===== config.mk =====
export PLATFORM = sky130hd
export DESIGN_NAME = ram_arbiter
export DESIGN_NICKNAME = d
export VERILOG_FILES = /design/src/rtl/ram_arbiter.sv
export SDC_FILE = /design/constraint.sdc
export NUM_CORES = 1
export LEC_CHECK = 0
export CORE_UTILIZATION = 41
export DETAILED_ROUTE_END_ITERATION = 10
export PLACE_DENSITY = 0.83
export SLEW_MARGIN = 10
export SYNTH_ARGS = -nofsm -noshare
export SYNTH_HDL_FRONTEND = slang
export SYNTH_SLANG_ARGS = --single-unit

===== constraint.sdc =====
create_clock -name clk -period 3.3 [get_ports clk]
set_input_delay 0.495 -clock clk [delete_from_list [all_inputs] [get_ports clk]]
set_output_delay 0.495 -clock clk [all_outputs]
set_load 0.1 [all_outputs]

===== src/rtl/ram_arbiter.sv =====
// ram_arbiter: two-requester round-robin front end that turns word read/write requests into
// atomic two-beat command sequences for the command-coded RAM. Optional macro: RAM_ARBITER_ADDR_CACHE_EN.
module ram_arbiter #(
    parameter int ADDR_SIZE     = 8,
    parameter bit RR_RESET_LAST = 1'b1
) (
    input  logic                   clk,
    input  logic                   rst_n,
    input  logic [1:0]             req,
    input  logic [1:0]             we,
    input  logic [2*ADDR_SIZE-1:0] addr,
    input  logic [2*ADDR_SIZE-1:0] wdata,
    output logic [1:0]             ack,
    output logic [ADDR_SIZE-1:0]   rdata,
    output logic                   rd_err,
    output logic [ADDR_SIZE+1:0]   ram_din,
    output logic                   ram_rx_valid,
    input  logic [ADDR_SIZE-1:0]   ram_dout,
    input  logic                   ram_tx_valid
);
    typedef enum logic [2:0] {IDLE, WR_ADDR, WR_DATA, RD_ADDR, RD_CMD, RD_WAIT, RD_DONE} state_t;
    state_t state, state_nx;
    logic id_q, last, gnt, hit;
    logic [ADDR_SIZE-1:0] addr_q, wdata_q, addr_sel, wdata_sel;

    // On a tie the requester that was not served last wins
    assign gnt       = (req == 2'b11) ? ~last : req[1];
    assign addr_sel  = gnt ? addr[2*ADDR_SIZE-1:ADDR_SIZE] : addr[ADDR_SIZE-1:0];
    assign wdata_sel = gnt ? wdata[2*ADDR_SIZE-1:ADDR_SIZE] : wdata[ADDR_SIZE-1:0];

`ifdef RAM_ARBITER_ADDR_CACHE_EN
    logic [ADDR_SIZE-1:0] wr_sh, rd_sh;
    logic wr_v, rd_v;
    // Shadows of the RAM's own address registers, valid once an address beat has issued
    always_ff @(posedge clk or negedge rst_n) begin
        if (!rst_n) begin
            wr_sh <= '0;
            rd_sh <= '0;
            wr_v  <= 1'b0;
            rd_v  <= 1'b0;
        end else begin
            if (state == WR_ADDR) begin
                wr_sh <= addr_q;
                wr_v  <= 1'b1;
            end
            if (state == RD_ADDR) begin
                rd_sh <= addr_q;
                rd_v  <= 1'b1;
            end
        end
    end
    assign hit = we[gnt] ? (wr_v && addr_sel == wr_sh) : (rd_v && addr_sel == rd_sh);
`else
    assign hit = 1'b0;
`endif

    always_comb begin
        state_nx     = state;
        ram_din      = '0;
        ram_rx_valid = 1'b0;
        ack          = '0;
        case (state)
            IDLE:    if (|req) state_nx = we[gnt] ? (hit ? WR_DATA : WR_ADDR) : (hit ? RD_CMD : RD_ADDR);
            WR_ADDR: begin
                ram_din      = {2'b00, addr_q};
                ram_rx_valid = 1'b1;
                state_nx     = WR_DATA;
            end
            WR_DATA: begin
                ram_din      = {2'b01, wdata_q};
                ram_rx_valid = 1'b1;
                ack[id_q]    = 1'b1;
                state_nx     = IDLE;
            end
            RD_ADDR: begin
                ram_din      = {2'b10, addr_q};
                ram_rx_valid = 1'b1;
                state_nx     = RD_CMD;
            end
            RD_CMD: begin
                ram_din      = {2'b11, {ADDR_SIZE{1'b0}}};
                ram_rx_valid = 1'b1;
                state_nx     = RD_WAIT;
            end
            RD_WAIT: state_nx = RD_DONE;
            RD_DONE: begin
                ack[id_q] = 1'b1;
                state_nx  = IDLE;
            end
            default: state_nx = IDLE;
        endcase
    end

    always_ff @(posedge clk or negedge rst_n) begin
        if (!rst_n) begin
            state   <= IDLE;
            id_q    <= 1'b0;
            last    <= RR_RESET_LAST;
            addr_q  <= '0;
            wdata_q <= '0;
            rdata   <= '0;
            rd_err  <= 1'b0;
        end else begin
            state <= state_nx;
            if (state == IDLE && |req) begin
                id_q    <= gnt;
                last    <= gnt;
                addr_q  <= addr_sel;
                wdata_q <= wdata_sel;
            end
            // The RAM only refreshes dout/tx_valid on a read command, so tx_valid is a level, never an event
            if (state == RD_WAIT) begin
                rdata <= ram_dout;
                if (!ram_tx_valid) rd_err <= 1'b1;
            end
        end
    end
endmodule


* Word-level counts from Yosys, hierarchy flattened
Index checks and enable logic that the tools add are counted.
Word-level totals: register bits after elaboration 30, logic and storage cells 40
Operators by class: order comparisons 3, eq/ne operators 8, muxes and demuxes 13, bitwise operators 2, reduce and logical (&&, ||, !) cells 7
Operators with widths (count):
- 10-bit case mux with 4 select lines | 1
- 8-bit two-way mux | 2
- 3-bit case mux with 5 select lines | 1
- 3-bit equality test (second input constant) | 3
- 3-bit by 2-bit equality test with 1-bit output (second input constant) | 2
- 1-bit two-way mux | 5
- 1-bit by 2-bit less-than comparator with 1-bit output (second input constant) | 2
- 2-bit two-way mux | 2
- 2-bit OR reduction | 2
- 4-bit OR reduction | 1
- 3-bit by 1-bit equality test with 1-bit output (second input constant) | 1
- 3-bit logical NOT | 1
- 3-bit two-way mux | 1
- 2-bit equality test (second input constant) | 1
- 1-bit logical AND | 2
- 2-bit by 1-bit inequality test with 1-bit output (second input constant) | 1
- 1-bit NOT | 2
- 2-bit AND reduction | 1
- 1-bit demux with 1-bit select | 1
- 1-bit >= comparator (second input constant) | 1

* Depth between registers and ports, before layout
depth in word-level cells 7, depth in mapped cells 5, mapped depth without buffers 3

* Least setup slack after synthesis
Ideal clock, no wire load.
kind register -> output, start point register state[0], end point output ram_din[9], data arrival time 2.795 ns, path slack 0.010 ns, stages on the path, launching flop included 3, buffers on the path 1, cells stage by stage dfrtp_1 > clkbuf_1 > o21ai_0
On the way: longest elaborated chain between the ends 2
Ends and longest elaborated chain:
- from (decl) | line 22 | state_t state, state_nx;
- from (signal assigned) | line 104 | state <= state_nx;
- 3-bit equality test (tied with other cells) | line 62 | case (state)
- 10-bit case mux with 4 select lines (*) | line 62
- to (decl) | line 16 | output logic [ADDR_SIZE+1:0] ram_din,
Mark *: on every way between the ends. The rest lies on a longest branch, timed or not.

* Worst setup path after layout
start point register state[0], end point output ram_din[6]
Same word-level chain as after synthesis.

==> out/results.txt <==
status - complete, no violations
CORE AREA - 0.00372 sq mm
WP data arrival - 2.16 ns
Clock Path Buffers - 2
Post-Route WL - 3650 um
final routed DRC violation total - 0
FF+latch count, synth - 30
Reg clk slew, reported paths - 0.06 ns
DR iter-0 viols - 91
CTS Root Buffer Type - clkbuf_8
Final Skew - 0.00514 ns
gr usage total - 0.190
Post-CTS Setup Bufs - 0
cts bufs inserted - 5
CTS resizes - 0
Min-Delay Path Depth - 1
Yosys top cell by area - dfrtp_1
Critical Path RT - 2.80 ns
MaxCap Viol Count - 0
Hold Violations, Final - 0
Top Ports - 69
final hold slack - 0.506 ns
CTS tree - built
Remaining Overflow, GRT - 0
die height - 64.9 um
Worst Path Max Fanout - 16
fraction of layout cells with a size suffix above 1 - 0.349
Final min period - 2.65 ns
top cell type's share of synthesized area - 0.447
die area - 0.00422 sq mm
syn nets - 172
Reg2Reg Depth - 3
crit path capture type - primary output
Startpoint Class - register
gpl congestion - 0.780
fin crit share - 0.804
synth top area cells - dfrtp_1 (45%), mux2_2 (16%), mux2_4 (16%), a22oi_1 (3.7%), nor2_1 (3.0%)
dpl hpwl - 2720 um
Setup CP Type - reg -> out
drt first pass iters - 4
largest net degree at the start of global routing - 31
Hold Buf Count CTS - 0
Post-Synth Adder-Cell Area - 0
hold crit path type - reg -> reg
sequential-to-total area share from yosys stat - 0.463
via count - 1223
Buffers on Ports - 68
diode count - 0
vias in the first global route - 1261
f_max - 0.377 GHz
FP Rows - 22
CTS Sinks - 30
clk_lat worst skew - 0.28 ns
first-pass GRT wire length - 5910 um
Final Slew Violations - 0
simple-gate share of the synthesized area - 0.0886
main combinational cell family by area after synthesis - multiplexers
Distinct cells, synth - 25
H-tree Lvls - 2
slew at the pin closest to its max-slew limit - 0.984 ns
Die Wd - 64.9 um
syn avg cell area - 13.0 sq um
Mapped Area - 0.00162 sq mm
Final Setup Violations - 0
RSZ-0062 raised after global routing - no
mux cell area share after synthesis - 0.317
Yosys Warn Count - 0
placed inst area - 0.00227 sq mm
post-route setup TNS - 0 ns
routed vias/inst - 5.03
xor/xnor cell area share of the yosys netlist - 0
fin area - 0.00238 sq mm
Starting Density - 0.437
DR WL/cell - 15.0 um
nets@finish - 241
antenna viol nets, final - 0
antenna violations before repair - 0
Gate Count Post-Synth - 125
relative slew slack - 0.342
Area Growth Syn to Fin - 46.8%
Compound-Gate Fraction of Synth Area - 0.0824
## sequential cells by signal (all words and copies together), names as in the netlist
register,cells
wdata_q,8
rd_err,1
id_q,1
state,3
rdata,8
last,1
addr_q,8
## critical path, cell delays in order, from the launching register on
cell     delay (ns)
dfrtp_1        0.57
nor2b_1        0.64
a22oi_1        0.18
nor2_1         0.17
buf_4          0.32
## path summary, 6_finish.rpt
path | startpoint | slack (ns) | endpoint
hold / removal | rd_err | 0.51 | rd_err
hold reg to reg | rd_err | 0.51 | rd_err
setup / recovery | state[0] | 0.65 | ram_din[6]
setup reg to reg | state[0] | 1.29 | wdata_q[3]
min in group asynchronous | rst_n | 0.60 | wdata_q[7]
max in group asynchronous | rst_n | 2.38 | last
## cells in the final DEF, fill, tap and decap left out
master           netlist  routed
buf_4                  2      14
clkdlybuf4s50_1        0      55
nor2b_1                1       1
nor2_1                13      13
o221ai_1               1       1
a21oi_1                4       4
dfstp_2                1       1
inv_1                  4       4
mux2_4                17      17
or2_1                  1       1
a22oi_1                8       8
nand3_1                1       1
nand2b_4               1       1
a31o_2                 1       1
and2_1                 3       3
nor2b_4                1       1
mux2_2                23      23
clkbuf_8               0       8
a21boi_4               1       1
nor3_4                 1       1
o21ai_0                2       2
nand2_1                4       4
dfrtp_1               29      29
o21bai_1               1       1
## layout make-up
type	instances	area, sq um
clock buffer	8	110
fill	286	1330
inverter	4	15.0
multi-input combinational	84	792
sequential	30	752
tap	48	60.1
timing repair buffer	69	656
## metal layers
layer	global-route usage	up-vias	share of wire
met2	0.335	29	0.53
met4	0.0667	0	0.014
li1	-	578	-
met3	0.0546	5	0.041
met5	0	-	0
met1	0.216	611	0.42
## cells in the mapped netlist (all sizes together)
library cell	number
mux2	40
dfrtp	29
nor2	13
a22oi	8
buf	5
a21oi	4
inv	4
nand2	4
and2	3
clkbuf	2
nor2b	2
o21ai	2
a21boi	1
a31o	1
dfstp	1
nand2b	1
nand3	1
nor3	1
o21bai	1
o221ai	1
or2	1
## per-stage QoR
stage,util,worst slack (ns),cells
6_report,0.642,0.648,243
5_1_grt,0.642,0.496,243
4_1_cts,0.642,0.618,243
3_5_place_dp,0.612,0.911,235
3_3_place_gp,0.612,0.957,235
2_1_floorplan,-,0.00985,125
## logic make-up after synthesis
family          Yosys count
mux                      40
flops                    30
simple gates             26
buf+inv                  11
compound gates           18
Power is not shown: default switching activity piles up to over one toggle a cycle in this logic, so the estimate is an artifact.
